**src/rtl/riscv_ctrl_pkg.sv**
```systemverilog
// Shared encodings for the multi-cycle RV32I control sequencer:
// FSM states, instruction classes, opcodes and datapath mux selects.
package riscv_ctrl_pkg;

  typedef enum logic [2:0] {
    ST_IDLE   = 3'd0,
    ST_FETCH  = 3'd1,
    ST_DECODE = 3'd2,
    ST_EXEC   = 3'd3,
    ST_MEM    = 3'd4,
    ST_WB     = 3'd5,
    ST_TRAP   = 3'd6
  } state_t;

  typedef enum logic [3:0] {
    CLS_NONE   = 4'd0,
    CLS_OP     = 4'd1,
    CLS_OP_IMM = 4'd2,
    CLS_LOAD   = 4'd3,
    CLS_STORE  = 4'd4,
    CLS_BRANCH = 4'd5,
    CLS_LUI    = 4'd6,
    CLS_AUIPC  = 4'd7,
    CLS_JAL    = 4'd8,
    CLS_JALR   = 4'd9
  } cls_t;

  localparam logic [6:0] OPC_OP     = 7'b0110011;
  localparam logic [6:0] OPC_OP_IMM = 7'b0010011;
  localparam logic [6:0] OPC_LOAD   = 7'b0000011;
  localparam logic [6:0] OPC_STORE  = 7'b0100011;
  localparam logic [6:0] OPC_BRANCH = 7'b1100011;
  localparam logic [6:0] OPC_LUI    = 7'b0110111;
  localparam logic [6:0] OPC_AUIPC  = 7'b0010111;
  localparam logic [6:0] OPC_JAL    = 7'b1101111;
  localparam logic [6:0] OPC_JALR   = 7'b1100111;

  localparam logic [3:0] ALU_ADD   = 4'd0;
  localparam logic [3:0] ALU_SUB   = 4'd1;
  localparam logic [3:0] ALU_AND   = 4'd2;
  localparam logic [3:0] ALU_OR    = 4'd3;
  localparam logic [3:0] ALU_XOR   = 4'd4;
  localparam logic [3:0] ALU_SLL   = 4'd5;
  localparam logic [3:0] ALU_SRL   = 4'd6;
  localparam logic [3:0] ALU_SRA   = 4'd7;
  localparam logic [3:0] ALU_SLT   = 4'd8;
  localparam logic [3:0] ALU_SLTU  = 4'd9;
  localparam logic [3:0] ALU_PASSB = 4'd10;

  localparam logic [2:0] IMM_I = 3'd0;
  localparam logic [2:0] IMM_S = 3'd1;
  localparam logic [2:0] IMM_B = 3'd2;
  localparam logic [2:0] IMM_U = 3'd3;
  localparam logic [2:0] IMM_J = 3'd4;

  localparam logic [1:0] REG_DMEM = 2'd0;
  localparam logic [1:0] REG_ALU  = 2'd1;
  localparam logic [1:0] REG_PC4  = 2'd2;

  function automatic cls_t opcode_class(input logic [6:0] opc);
    cls_t cls;
    case (opc)
      OPC_OP:     cls = CLS_OP;
      OPC_OP_IMM: cls = CLS_OP_IMM;
      OPC_LOAD:   cls = CLS_LOAD;
      OPC_STORE:  cls = CLS_STORE;
      OPC_BRANCH: cls = CLS_BRANCH;
      OPC_LUI:    cls = CLS_LUI;
      OPC_AUIPC:  cls = CLS_AUIPC;
      OPC_JAL:    cls = CLS_JAL;
      OPC_JALR:   cls = CLS_JALR;
      default:    cls = CLS_NONE;
    endcase
    return cls;
  endfunction

endpackage

```
**src/rtl/alu_decode.sv**
```systemverilog
// ALU operation select from the registered instruction class, funct3 and ins[30].
module alu_decode
  import riscv_ctrl_pkg::*;
(
  input  cls_t       cls,
  input  logic [2:0] funct3,
  input  logic       ins30,
  output logic [3:0] alu_op
);

  logic is_arith_s;

  // Only OP/OP-IMM use funct3; ins[30] selects SUB for OP only, and SRA for both.
  always_comb begin
    is_arith_s = (cls == CLS_OP) || (cls == CLS_OP_IMM);
    alu_op     = ALU_ADD;
    if (cls == CLS_LUI) begin
      alu_op = ALU_PASSB;
    end else if (is_arith_s) begin
      case (funct3)
        3'd0:    alu_op = (ins30 && (cls == CLS_OP)) ? ALU_SUB : ALU_ADD;
        3'd1:    alu_op = ALU_SLL;
        3'd2:    alu_op = ALU_SLT;
        3'd3:    alu_op = ALU_SLTU;
        3'd4:    alu_op = ALU_XOR;
        3'd5:    alu_op = ins30 ? ALU_SRA : ALU_SRL;
        3'd6:    alu_op = ALU_OR;
        3'd7:    alu_op = ALU_AND;
        default: alu_op = ALU_ADD;
      endcase
    end else begin
      alu_op = ALU_ADD;
    end
  end

endmodule

```
**src/rtl/multicycle_ctrl.sv**
```systemverilog
// Multi-cycle RV32I control sequencer: walks each instruction through
// FETCH/DECODE/EXEC/MEM/WB with stall-tolerant memory handshakes.
module multicycle_ctrl
  import riscv_ctrl_pkg::*;
(
  input  logic        clk,
  input  logic        rst_n,
  input  logic [31:0] ins,
  input  logic        beq,
  input  logic        blt,
  input  logic        imem_ack,
  input  logic        dmem_ack,
  output logic        imem_req,
  output logic        irWEN,
  output logic        pcWEN,
  output logic        regWEN,
  output logic [3:0]  aluOp,
  output logic [2:0]  immSel,
  output logic        aSel,
  output logic        bSel,
  output logic        mem_req,
  output logic        memRW,
  output logic [1:0]  regSel,
  output logic        pcSel,
  output logic        brUn,
  output logic        illegal,
  output logic [2:0]  state
);

  state_t     state_r;
  cls_t       cls_r;
  cls_t       dec_cls_s;
  logic [2:0] funct3_r;
  logic       ins30_r;
  logic       taken_s;
  logic [3:0] alu_op_s;
  logic       is_jump_s;
  logic       ins_unused_s;

  assign dec_cls_s    = opcode_class(ins[6:0]);
  assign is_jump_s    = (cls_r == CLS_JAL) || (cls_r == CLS_JALR);
  assign state        = state_r;
  assign ins_unused_s = ^{ins[31], ins[29:15], ins[11:7]};

  alu_decode u_alu_decode (
    .cls    (cls_r),
    .funct3 (funct3_r),
    .ins30  (ins30_r),
    .alu_op (alu_op_s)
  );

  // Sequencer state plus the instruction fields captured in DECODE.
  always_ff @(posedge clk or negedge rst_n) begin
    if (!rst_n) begin
      state_r  <= ST_IDLE;
      cls_r    <= CLS_NONE;
      funct3_r <= 3'd0;
      ins30_r  <= 1'b0;
    end else begin
      case (state_r)
        ST_IDLE:  state_r <= ST_FETCH;
        ST_FETCH: state_r <= imem_ack ? ST_DECODE : ST_FETCH;
        ST_DECODE: begin
          cls_r    <= dec_cls_s;
          funct3_r <= ins[14:12];
          ins30_r  <= ins[30];
          state_r  <= (dec_cls_s == CLS_NONE) ? ST_TRAP : ST_EXEC;
        end
        ST_EXEC: begin
          case (cls_r)
            CLS_BRANCH:          state_r <= ST_FETCH;
            CLS_LOAD, CLS_STORE: state_r <= ST_MEM;
            default:             state_r <= ST_WB;
          endcase
        end
        ST_MEM: begin
          if (dmem_ack) begin
            state_r <= (cls_r == CLS_LOAD) ? ST_WB : ST_FETCH;
          end else begin
            state_r <= ST_MEM;
          end
        end
        ST_WB:   state_r <= ST_FETCH;
        ST_TRAP: state_r <= ST_TRAP;
        default: state_r <= ST_IDLE;
      endcase
    end
  end

  // Branch condition: funct3[2] picks the less-than flag, funct3[0] inverts.
  always_comb begin
    case (funct3_r)
      3'b000:         taken_s = beq;
      3'b001:         taken_s = !beq;
      3'b100, 3'b110: taken_s = blt;
      3'b101, 3'b111: taken_s = !blt;
      default:        taken_s = 1'b0;
    endcase
  end

  // Control outputs; ALU selects stay driven through MEM and WB so the
  // memory address and ALU writeback value remain stable.
  always_comb begin
    imem_req = 1'b0;
    irWEN    = 1'b0;
    pcWEN    = 1'b0;
    regWEN   = 1'b0;
    aluOp    = ALU_ADD;
    immSel   = IMM_I;
    aSel     = 1'b0;
    bSel     = 1'b0;
    mem_req  = 1'b0;
    memRW    = 1'b0;
    regSel   = REG_DMEM;
    pcSel    = 1'b0;
    brUn     = 1'b0;
    illegal  = 1'b0;
    if ((state_r == ST_EXEC) || (state_r == ST_MEM) || (state_r == ST_WB)) begin
      aluOp = alu_op_s;
      bSel  = (cls_r != CLS_OP);
      aSel  = (cls_r == CLS_AUIPC) || (cls_r == CLS_JAL) || (cls_r == CLS_BRANCH);
      case (cls_r)
        CLS_STORE:          immSel = IMM_S;
        CLS_BRANCH:         immSel = IMM_B;
        CLS_LUI, CLS_AUIPC: immSel = IMM_U;
        CLS_JAL:            immSel = IMM_J;
        default:            immSel = IMM_I;
      endcase
    end else begin
      aluOp = ALU_ADD;
    end
    case (state_r)
      ST_FETCH: begin
        imem_req = 1'b1;
        irWEN    = imem_ack;
      end
      ST_EXEC: begin
        if (cls_r == CLS_BRANCH) begin
          brUn  = funct3_r[1];
          pcWEN = 1'b1;
          pcSel = taken_s;
        end else begin
          pcWEN = 1'b0;
        end
      end
      ST_MEM: begin
        mem_req = 1'b1;
        memRW   = (cls_r == CLS_STORE);
        pcWEN   = dmem_ack && (cls_r == CLS_STORE);
      end
      ST_WB: begin
        regWEN = 1'b1;
        pcWEN  = 1'b1;
        pcSel  = is_jump_s;
        if (cls_r == CLS_LOAD) begin
          regSel = REG_DMEM;
        end else if (is_jump_s) begin
          regSel = REG_PC4;
        end else begin
          regSel = REG_ALU;
        end
      end
      ST_TRAP: illegal = 1'b1;
      default: illegal = 1'b0;
    endcase
  end

endmodule

```
**config.mk**
```make
export PLATFORM = sky130hd
export DESIGN_NAME = multicycle_ctrl
export DESIGN_NICKNAME = d
export VERILOG_FILES = /design/src/rtl/riscv_ctrl_pkg.sv /design/src/rtl/alu_decode.sv /design/src/rtl/multicycle_ctrl.sv
export SDC_FILE = /design/constraint.sdc
export NUM_CORES = 1
export LEC_CHECK = 0
export CORE_MARGIN = 1
export CORE_UTILIZATION = 38
export DETAILED_ROUTE_END_ITERATION = 6
export GPL_TIMING_DRIVEN = 0
export PLACE_DENSITY_LB_ADDON = 0.2
export SLEW_MARGIN = 20
export SYNTH_ARGS = -nofsm -noshare
export SYNTH_HDL_FRONTEND = slang
export SYNTH_SLANG_ARGS = --single-unit
```
**constraint.sdc**
```tcl
create_clock -name clk -period 4.52 [get_ports clk]
set_input_delay 0.904 -clock clk [delete_from_list [all_inputs] [get_ports clk]]
set_output_delay 0.904 -clock clk [all_outputs]
set_load 0.02 [all_outputs]
```
==> out/summary.txt, run 1 <==
========================================================================
Count of TritonRoute iterations in the first routing pass .            4
Syn Std Cell Area .........................................  899.6 sq um
Placer congestion estimate ................................       0.8083
Number of warnings issued by yosys ........................            0
Number of buffers inserted to repair setup after CTS ......            0
Nets in the synthesized netlist ...........................          163
Total global routing overflow .............................            0
Pins Over Slew Limit ......................................            0
Number of global-route vias before repair .................          922
Switching Power ...........................................    0.3315 mW
Data arrival, critical path ...............................      2450 ps
Buffer type at the clock tree root ........................ sky130_fd_sc_hd__clkbuf_4
Total of hold buffers inserted after clock tree synthesis .            0
EDFF count, synth .........................................            0
Synthesized netlist cell count ............................          125
Remaining antenna violation count .........................            0
Data required, critical path ..............................      3620 ps
FMAX ......................................................    298.1 MHz
Total of fill cells in the finished design ................          206
Share of the yosys chip area belonging to registers .......       30.60%
Setup TNS Final ...........................................         0 ps
Ratio of cells with drive above 1 in the final layout .....       4.762%
Power Dens Cells .......................................... 521.4 nW/um^2
Io pins ...................................................           61
First-pass GRT wire length ................................     3.939 mm
Distinct cell type count of the synthesized netlist .......           39
Highest ir drop seen on vdd ...............................     318.9 uV
Synthesis-stage register bit count ........................           11
Normalized max-slew margin ................................       41.54%
Initial drt markers .......................................           21
Std-Cell Rows .............................................           17
Flop pwr share ............................................        26.3%
Most common cell after layout, fill and taps aside ........ sky130_fd_sc_hd__clkdlybuf4s50_1
Area growth from synthesis to layout ......................       50.21%
Width of the die .......................................... 50.66 microns
Antenna violations before repair ..........................            0
Number of H-tree levels ...................................            1
Path class of the lowest-slack min-delay path ............. flip-flop to flip-flop
HPWL reported at the end of detailed placement ............     1.870 mm
Final Hold Violating Endpoints ............................            0
# nets final ..............................................          207
Setup repair after global routing missed its margin .......        false
Clock power frac ..........................................         9.5%
Die height ................................................ 50.66 microns
Number of clock sinks .....................................           11
Initial cell density of the core ..........................       40.67%
Vias after detailed routing ...............................         1040
Maximum buffer depth of the clock tree ....................            2
Critical path capture point type ..........................   output pin
Type of the worst setup path .............................. primary input to output pin
Clock Skews ...............................................     4.629 ps
Period minus WS final .....................................      3355 ps
Post-Syn Area per Cell ....................................  7.197 sq um
Crit share post-route .....................................       74.23%
DRC errors left ...........................................            0
Commonest register cell after synthesis ................... sky130_fd_sc_hd__dfrtp_1
Sw Share ..................................................       47.05%
Part of the total power dissipated in combinational logic .        64.2%
Sort of element at the start of the critical path ......... primary input
Leak Pwr ..................................................    0.5638 nW
Share of flip-flops with an asynchronous set or reset .....       100.0%
Clock transition at path regs .............................        70 ps
Maximum capacitance violations ............................            0
Port bufs .................................................           39
Area of the placeable core ................................   2212 sq um
Placed instance count .....................................          192
Run status ................................................ finished, final reports clean
Final cell count without fillers ..........................          196
Actual transition at the worst max-transition pin .........     870.2 ps
Global routing usage summed across all routing layers .....       19.99%
Clock insertion delay at the later pin of the skew report .       270 ps
Wirelength, routed ........................................     2.368 mm
Post-detailed-route via-to-cell ratio .....................        5.306
Leading cell types in the layout, fill and taps excluded .. 39 x sky130_fd_sc_hd__clkdlybuf4s50_1, 26 x sky130_fd_sc_hd__nand2_1, 13 x sky130_fd_sc_hd__nor2_1
Setup slack, reg-to-reg ...................................      2650 ps
Routed wire length per instance ........................... 12.08 microns
TritonCTS clock tree ......................................        built
# resized after CTS .......................................            0
CTS Buf Count .............................................            3
Setup-failing EPs final ...................................            0
Largest net degree at the start of global routing .........           12
Largest fanout on the critical path .......................            1
Int Pwr ...................................................    0.3731 mW
Total Die Area ............................................   2566 sq um
Diode count ...............................................            0
========================================================================
cells in the mapped netlist (all sizes together) (2+ instances only):
cell type | instances | area, sq um
nand3b | 3 | 22.52
a21oi | 6 | 30.03
o31ai | 3 | 27.52
inv | 5 | 18.76
nor3b | 2 | 15.01
nor2b | 5 | 31.28
xor2 | 2 | 17.52
buf | 2 | 8.750
a21o | 2 | 15.01
o21a | 2 | 15.01
nand2 | 26 | 97.59
nor3 | 7 | 35.03
or3 | 3 | 18.77
nand2b | 3 | 18.77
nor2 | 13 | 48.80
o21ai | 5 | 25.02
and3 | 4 | 25.02
clkbuf | 4 | 15.01
dfrtp | 11 | 275.3
metrics by stage:
stage | power (mW) | util (%) | setup WS [ps] | instance area, sq um | hold slack (ps)
2_1_floorplan | 0.4685 | - | 1830 | 899.6 | 437.9
3_3_place_gp | 0.6280 | 59.90 | 1169 | 1325 | 483.5
3_5_place_dp | 0.6378 | 59.90 | 1150 | 1325 | 485.0
4_1_cts | 0.7061 | 61.09 | 1144 | 1351 | 502.3
5_1_grt | 0.7627 | 61.09 | 1036 | 1351 | 539.4
6_report | 0.7046 | 61.09 | 1165 | 1351 | 510.3
path summary, 6_finish.rpt:
check	start	to	depth (start not counted)
max	beq	pcSel	5
min	ins30_r	ins30_r	2
max reg2reg	state[2]	cls_r[0]	3
min reg2reg	ins30_r	ins30_r	2
max in group asynchronous	rst_n	state[1]	1
min in group asynchronous	rst_n	funct3_r[2]	1
state kept, by name, summed over array words and instances, names as in the netlist:
register	count
funct3_r	3
cls_r	4
ins30_r	1
state	3
per-layer routing:
| layer | wire (microns) | track usage, % | up-vias |
|---|---|---|---|
| met2 | 1143 | 35.78 | 40 |
| met1 | 1058 | 24.35 | 470 |
| met4 | 31 | 7.870 | 0 |
| met3 | 134 | 1.818 | 5 |
| li1 | - | - | 525 |
| met5 | 0 | 0 | - |
worst max-delay path: stages:
cell                              delay [ps]
sky130_fd_sc_hd__clkdlybuf4s50_1         420
sky130_fd_sc_hd__xnor2_1                 130
sky130_fd_sc_hd__o31ai_1                 230
sky130_fd_sc_hd__a21o_1                  160
sky130_fd_sc_hd__clkdlybuf4s50_1         600
power by group through the flow:
stage	logic, mW	registers (mW)	clock network [mW]
4_1_cts	0.454	0.184	0.0679
6_report	0.452	0.186	0.0666
3_3_place_gp	0.443	0.185	0
3_5_place_dp	0.452	0.186	0
5_1_grt	0.497	0.193	0.0723
2_1_floorplan	0.279	0.189	0
logic make-up after synthesis:
logic type | synth area share (%)
muxes | 1.252
xor gates and xnor gates | 2.921
and+or+nand+nor | 38.67
buffers and inverters | 4.726
AOI/OAI and AO/OA | 21.84
DFF | 30.60
layout make-up:
cell class	count	area [sq um]	area share, %
buffer	6	23.77	1.759
clock buffer	4	26.28	1.944
inverter	5	18.77	1.389
multi-input combinational	103	581.8	43.06
sequential	11	275.3	20.37
tap	28	35.03	2.593
timing repair buffer	39	390.4	28.89
(Power assumes the default switching activity.)
==> run 2, diff against run 1 <==
--- a/config.mk
+++ b/config.mk
@@ -6,7 +6,7 @@
 export NUM_CORES = 1
 export LEC_CHECK = 0
 export CORE_MARGIN = 1
-export CORE_UTILIZATION = 38
+export CORE_UTILIZATION = 35
 export DETAILED_ROUTE_END_ITERATION = 6
 export GPL_TIMING_DRIVEN = 0
 export PLACE_DENSITY_LB_ADDON = 0.2
==> constraint.sdc (replaced) <==
create_clock -name clk -period 3.34 [get_ports clk]
set_input_delay 0.668 -clock clk [delete_from_list [all_inputs] [get_ports clk]]
set_output_delay 0.668 -clock clk [all_outputs]
set_load 0.02 [all_outputs]
==> run 2 against run 1 <==
Against the previous run:
- sequential power up 35%
- via count down 1.4%
- clock power up 36%
- core utilization down 5.9 points
- worst setup slack worse by 940 ps
- first-iteration DRC count down 43%
- register-to-register slack worse by 1200 ps
- cell count up 1.0%
- critical path depth unchanged
- sequential cell count unchanged
- sequential share of layout area about the same
- global-route usage down 1.8 points
- largest cell class unchanged
- highest routed layer unchanged
==> out/summary.txt, run 2 (synthesis results as in run 1) <==
========================================================================
Run status ................................................ finished, final reports clean   unchanged
Die height ................................................ 52.70 microns   was 50.66 microns
Number of H-tree levels ...................................            1   unchanged
Global routing usage summed across all routing layers .....       18.18%   was 19.99%
Placer congestion estimate ................................       0.7902   was 0.8083
Initial drt markers .......................................           12   was 21
Routed wire length per instance ........................... 11.35 microns   was 12.08 microns
TritonCTS clock tree ......................................        built   unchanged
Number of flip-flops under the largest register name ......            4   unchanged
Largest net degree at the start of global routing .........           12   unchanged
# nets final ..............................................          207   unchanged
Io pins ...................................................           61   unchanged
Diode count ...............................................            0   unchanged
Ratio of cells with drive above 1 in the final layout .....       4.762%   unchanged
Register area .............................................  275.3 sq um   unchanged
Largest incremental delay on the critical path ............       650 ps   was 600 ps
DRC errors left ...........................................            0   unchanged
Placed instance count .....................................          194   was 192
Maximum buffer depth of the clock tree ....................            2   unchanged
Buffer type at the clock tree root ........................ sky130_fd_sc_hd__clkbuf_4   unchanged
Pins Over Slew Limit ......................................            0   unchanged
Data arrival, critical path ...............................      2450 ps   about the same
Number of clock sinks .....................................           11   unchanged
Final cell count without fillers ..........................          198   was 196
Clock transition at path regs .............................        70 ps   about the same
Largest fanout on the critical path .......................           10   was 1
Clock Skews ...............................................     2.899 ps   was 4.629 ps
Final instance area .......................................   1354 sq um   was 1351 sq um
Normalized max-slew margin ................................       40.81%   was 41.54%
Clock insertion delay at the later pin of the skew report .       270 ps   about the same
Data required, critical path ..............................      2670 ps   was 3620 ps
Initial cell density of the core ..........................       36.65%   was 40.67%
CTS Buf Count .............................................            3   unchanged
Cell at the slowest stage of the critical path ............ sky130_fd_sc_hd__clkdlybuf4s50_1   unchanged
HPWL reported at the end of detailed placement ............     1.789 mm   was 1.870 mm
Sort of element at the start of the critical path .........    flip-flop   was primary input
Most common cell after layout, fill and taps aside ........ sky130_fd_sc_hd__clkdlybuf4s50_1   unchanged
Port bufs .................................................           39   unchanged
Register name with the most flops .........................        cls_r   unchanged
Antenna violations before repair ..........................            0   unchanged
Number of buffers inserted to repair setup after CTS ......            0   unchanged
Area of the placeable core ................................   2455 sq um   was 2212 sq um
Remaining antenna violation count .........................            0   unchanged
Vias after detailed routing ...............................         1025   was 1040
Highest ir drop seen on vdd ...............................     341.4 uV   was 318.9 uV
Period minus WS final .....................................      3114 ps
Maximum capacitance violations ............................            0   unchanged
Cell Area, Placed .........................................   1328 sq um   was 1325 sq um
Crit share post-route .....................................       93.23%
Setup-failing EPs final ...................................            0   unchanged
First-pass GRT wire length ................................     3.726 mm   was 3.939 mm
Leak Pwr ..................................................    0.5638 nW   unchanged
Depth of the worst register-to-register path ..............            3   unchanged
Total Die Area ............................................   2777 sq um   was 2566 sq um
Critical path capture point type ..........................   output pin   unchanged
# resized after CTS .......................................            0   unchanged
Setup repair after global routing missed its margin .......        false   unchanged
Area taken by multi-input logic gates .....................  581.8 sq um   unchanged
Type of the worst setup path .............................. flip-flop to output pin   was primary input to output pin
Total of fill cells in the finished design ................          248   was 206
Final Hold Violating Endpoints ............................            0   unchanged
Count of TritonRoute iterations in the first routing pass .            4   unchanged
Total of hold buffers inserted after clock tree synthesis .            0   unchanged
Total global routing overflow .............................            0   unchanged
Wirelength, routed ........................................     2.248 mm   was 2.368 mm
Setup TNS Final ...........................................         0 ps   unchanged
Leading cell types in the layout, fill and taps excluded .. 39 x sky130_fd_sc_hd__clkdlybuf4s50_1, 26 x sky130_fd_sc_hd__nand2_1, 13 x sky130_fd_sc_hd__nor2_1   unchanged
Std-Cell Rows .............................................           18   was 17
Post-detailed-route via-to-cell ratio .....................        5.177   was 5.306
Actual transition at the worst max-transition pin .........     881.1 ps   was 870.2 ps
Critical path, cell by cell ............................... clkbuf_1, nor3_1, o221ai_1, o32ai_1, clkdlybuf4s50_1   was clkdlybuf4s50_1, xnor2_1, o31ai_1, a21o_1, clkdlybuf4s50_1
Path class of the lowest-slack min-delay path ............. flip-flop to flip-flop   unchanged
Power Dens Cells .......................................... 700.3 nW/um^2   was 521.4 nW/um^2
Area growth from synthesis to layout ......................       50.49%   was 50.21%
FMAX ......................................................    321.1 MHz
Number of global-route vias before repair .................          906   was 922
Width of the die .......................................... 52.70 microns   was 50.66 microns
Hold depth ................................................            2   unchanged
========================================================================
-- run 2: cell counts in the layout (fill, tap and decap cells not counted) --
Identical to the previous run, type by type.
-- run 2: layer usage --
metal	vias to the layer above	GRT usage, %	part of all wire (%)
met5	-	0	0
li1	530	-	-
met4	0	8.333	1.8
met3	5	2.899	5.0
met2	34	31.65	48
met1	456	21.52	46
-- run 2: power by group --
| group | total (mW) | switching [mW] | internal [mW] |
|---|---|---|---|
| Clock | 0.0905 | 0.0441 | 0.0463 |
| Sequential | 0.251 | 0.0594 | 0.191 |
| Combinational | 0.607 | 0.340 | 0.267 |
-- run 2: critical path: cells and delay by family (launching register included) --
kind / cells / cell delay, ps
DFF: 1 / 380
and+or+nand+nor: 1 / 420
AOI/OAI and AO/OA: 2 / 530
buffers and inverters: 2 / 850
-- run 2: layout make-up --
class	count	share of cell area, %
timing repair buffer	39	28.84
sequential	11	20.33
inverter	5	1.386
buffer	6	1.756
multi-input combinational	103	42.98
clock buffer	4	1.941
tap	30	2.773
-- run 2: final timing paths --
kind	start	endpoint	slack, ps
worst max register to register	state[2]	cls_r[0]	1480
worst max-delay path	state[2]	aluOp[3]	230
worst min register to register	ins30_r	ins30_r	490
worst min-delay path	ins30_r	ins30_r	490
max in group asynchronous	rst_n	state[1]	2280
min in group asynchronous	rst_n	funct3_r[0]	720
-- run 2: through the flow --
stage	setup slack (ps)	power, mW	hold slack [ps]	utilization (%)
floorplan	886.4	0.6340	372.4	-
global placement	455.3	0.8533	472.4	54.08
detailed placement	452.6	0.8618	470.7	54.08
CTS	217.4	0.9538	488.0	55.15
global route	97.64	1.028	545.9	55.15
finish	226.1	0.9481	488.0	55.15
==> run 3, diff against run 2 <==
--- a/config.mk
+++ b/config.mk
@@ -5,11 +5,12 @@
 export SDC_FILE = /design/constraint.sdc
 export NUM_CORES = 1
 export LEC_CHECK = 0
+export ABC_CLOCK_PERIOD_IN_PS = 3340
 export CORE_MARGIN = 1
 export CORE_UTILIZATION = 35
 export DETAILED_ROUTE_END_ITERATION = 6
 export GPL_TIMING_DRIVEN = 0
-export PLACE_DENSITY_LB_ADDON = 0.2
+export PLACE_DENSITY = 0.79
 export SLEW_MARGIN = 20
 export SYNTH_ARGS = -nofsm -noshare
 export SYNTH_HDL_FRONTEND = slang
==> run 3 against run 2 <==
Against the previous run:
- critical endpoint unchanged
- register-to-register slack gained 20 ps
- sequential share of layout area is the same
- final area did not move
- worst setup slack improved by 53 ps
- fmax up 1.7%
==> out/summary.txt, run 3 (synthesis results as in run 1) <==
========================================================================
Hold depth ................................................            2   unchanged
Final Worst Setup Slack ...................................     279.6 ps   was 226.1 ps
Placed instance count .....................................          194   unchanged
Die height ................................................ 52.70 microns   unchanged
Number of flip-flops under the largest register name ......            4   unchanged
Path class of the lowest-slack min-delay path ............. flip-flop to flip-flop   unchanged
Vias after detailed routing ...............................         1012   was 1025
Data arrival, critical path ...............................      2390 ps   was 2450 ps
DP Worst Slack ............................................     509.4 ps   was 452.6 ps
Number of H-tree levels ...................................            1   unchanged
Initial drt markers .......................................           18   was 12
Normalized max-slew margin ................................       43.61%   was 40.81%
Power Dens Cells .......................................... 696.6 nW/um^2   was 700.3 nW/um^2
Final cell count without fillers ..........................          198   unchanged
Wirelength, routed ........................................     2.142 mm   was 2.248 mm
Remaining antenna violation count .........................            0   unchanged
Setup TNS Final ...........................................         0 ps   unchanged
Final Hold Violating Endpoints ............................            0   unchanged
Startpoint of the tightest hold check path ................      ins30_r   unchanged
Leak Pwr ..................................................    0.5638 nW   unchanged
Part of the total power dissipated in combinational logic .        64.1%   was 64.0%
Clock insertion delay at the later pin of the skew report .       260 ps   was 270 ps
Worst hold slack across all endpoints .....................     486.3 ps   was 488.0 ps
Total Die Area ............................................   2777 sq um   unchanged
Final instance area .......................................   1354 sq um   unchanged
Critical path capture point type ..........................   output pin   unchanged
Port bufs .................................................           39   unchanged
Worst r2r src .............................................     state[2]   unchanged
Most common cell after layout, fill and taps aside ........ sky130_fd_sc_hd__clkdlybuf4s50_1   unchanged
Ratio of cells with drive above 1 in the final layout .....       4.762%   unchanged
Std-Cell Rows .............................................           18   unchanged
Count of TritonRoute iterations in the first routing pass .            4   unchanged
Clock Skews ...............................................     3.220 ps   was 2.899 ps
First-pass GRT wire length ................................     3.519 mm   was 3.726 mm
HPWL reported at the end of detailed placement ............     1.756 mm   was 1.789 mm
Register name with the most flops .........................        cls_r   unchanged
# resized after CTS .......................................            0   unchanged
Setup slack, reg-to-reg ...................................      1500 ps   was 1480 ps
Number of clock sinks .....................................           11   unchanged
Post-route core utilization ...............................       55.15%   unchanged
Pins Over Slew Limit ......................................            0   unchanged
Leading cell types in the layout, fill and taps excluded .. 39 x sky130_fd_sc_hd__clkdlybuf4s50_1, 26 x sky130_fd_sc_hd__nand2_1, 13 x sky130_fd_sc_hd__nor2_1   unchanged
Global routing usage summed across all routing layers .....       16.75%   was 18.18%
Clock transition at path regs .............................        70 ps   about the same
Buffer type at the clock tree root ........................ sky130_fd_sc_hd__clkbuf_4   unchanged
Maximum buffer depth of the clock tree ....................            2   unchanged
Largest net degree at the start of global routing .........           12   unchanged
Number of buffers inserted to repair setup after CTS ......            0   unchanged
Switching Power ...........................................    0.4384 mW   was 0.4433 mW
Setup repair after global routing missed its margin .......        false   unchanged
Largest incremental delay on the critical path ............       640 ps   was 650 ps
Int Pwr ...................................................    0.5047 mW   was 0.5048 mW
Sort of element at the start of the critical path .........    flip-flop   unchanged
Placer congestion estimate ................................       0.8370   was 0.7902
Sw Share ..................................................       46.48%   was 46.75%
Hold EP ...................................................      ins30_r   unchanged
# nets final ..............................................          207   unchanged
CTS Buf Count .............................................            3   unchanged
Cell Area, Placed .........................................   1328 sq um   unchanged
Type of the worst setup path .............................. flip-flop to output pin   unchanged
Setup-failing EPs final ...................................            0   unchanged
Routed wire length per instance ........................... 10.82 microns   was 11.35 microns
Antenna violations before repair ..........................            0   unchanged
DRC errors left ...........................................            0   unchanged
Io pins ...................................................           61   unchanged
Diode count ...............................................            0   unchanged
Total of hold buffers inserted after clock tree synthesis .            0   unchanged
Actual transition at the worst max-transition pin .........     839.5 ps   was 881.1 ps
Critical path, cell by cell ............................... clkbuf_1, nor3_1, o221ai_1, o32ai_1, clkdlybuf4s50_1   unchanged
TritonCTS clock tree ......................................        built   unchanged
Critical register-to-register path endpoint ...............     cls_r[0]   unchanged
Period minus WS final .....................................      3060 ps   was 3114 ps
Flop pwr share ............................................        26.5%   was 26.4%
Post-layout total power ...................................    0.9430 mW   was 0.9481 mW
Width of the die .......................................... 52.70 microns   unchanged
Depth of the worst register-to-register path ..............            3   unchanged
Cell at the slowest stage of the critical path ............ sky130_fd_sc_hd__clkdlybuf4s50_1   unchanged
Crit share post-route .....................................       91.63%   was 93.23%
Post-detailed-route via-to-cell ratio .....................        5.111   was 5.177
FMAX ......................................................    326.8 MHz   was 321.1 MHz
Number of global-route vias before repair .................          877   was 906
Clock power frac ..........................................         9.4%   was 9.5%
Run status ................................................ finished, final reports clean   unchanged
Area growth from synthesis to layout ......................       50.49%   unchanged
Maximum capacitance violations ............................            0   unchanged
Initial cell density of the core ..........................       36.65%   unchanged
Highest ir drop seen on vdd ...............................     449.4 uV   was 341.4 uV
Largest fanout on the critical path .......................           10   unchanged
Data required, critical path ..............................      2670 ps   about the same
Area of the placeable core ................................   2455 sq um   unchanged
Total global routing overflow .............................            0   unchanged
========================================================================
-- run 3: cell counts in the layout (fill, tap and decap cells not counted) --
No cell type changed its count.
-- run 3: worst max-delay path: cells and delay by family (launching register included) --
kind                   cells  cell delay, ps
AO/OA/AOI/OAI              2             510
buffers and inverters      2             840
flip-flops                 1             380
AND/OR/NAND/NOR            1             400
-- run 3: cell type report --
class / count / area [sq um]
fill: 240 / 1101
multi-input combinational: 103 / 581.8
timing repair buffer: 39 / 390.4
sequential: 11 / 275.3
tap: 30 / 37.54
clock buffer: 4 / 26.28
buffer: 6 / 23.77
inverter: 5 / 18.77
-- run 3: worst max path at each step --
| stage | startpoint | endpoint | cells after the start | slack (ps) |
|---|---|---|---|---|
| global route | state[2] | aluOp[3] | 5 | 30 |
| detailed placement | beq | pcSel | 5 | 510 |
| global placement | beq | pcSel | 5 | 500 |
| finish | state[2] | aluOp[3] | 5 | 280 |
| CTS | state[2] | aluOp[3] | 5 | 250 |
| floorplan | state[2] | aluOp[3] | 4 | 890 |
-- run 3: routing by layer --
| metal | up-vias | global-route usage [%] | wire length [microns] |
|---|---|---|---|
| met4 | 0 | 6.579 | 19 |
| met5 | - | 0 | 0 |
| met3 | 2 | 2.029 | 68 |
| met1 | 458 | 22.07 | 1001 |
| li1 | 530 | - | - |
| met2 | 22 | 27.43 | 1053 |
-- run 3: power groups by stage --
stage	clock (mW)	combinational (mW)	sequential, mW
final	0.0882	0.605	0.250
after global placement	0	0.598	0.250
after detailed placement	0	0.608	0.251
after floorplan	0	0.378	0.256
after global routing	0.0954	0.669	0.262
after CTS	0.0910	0.610	0.249
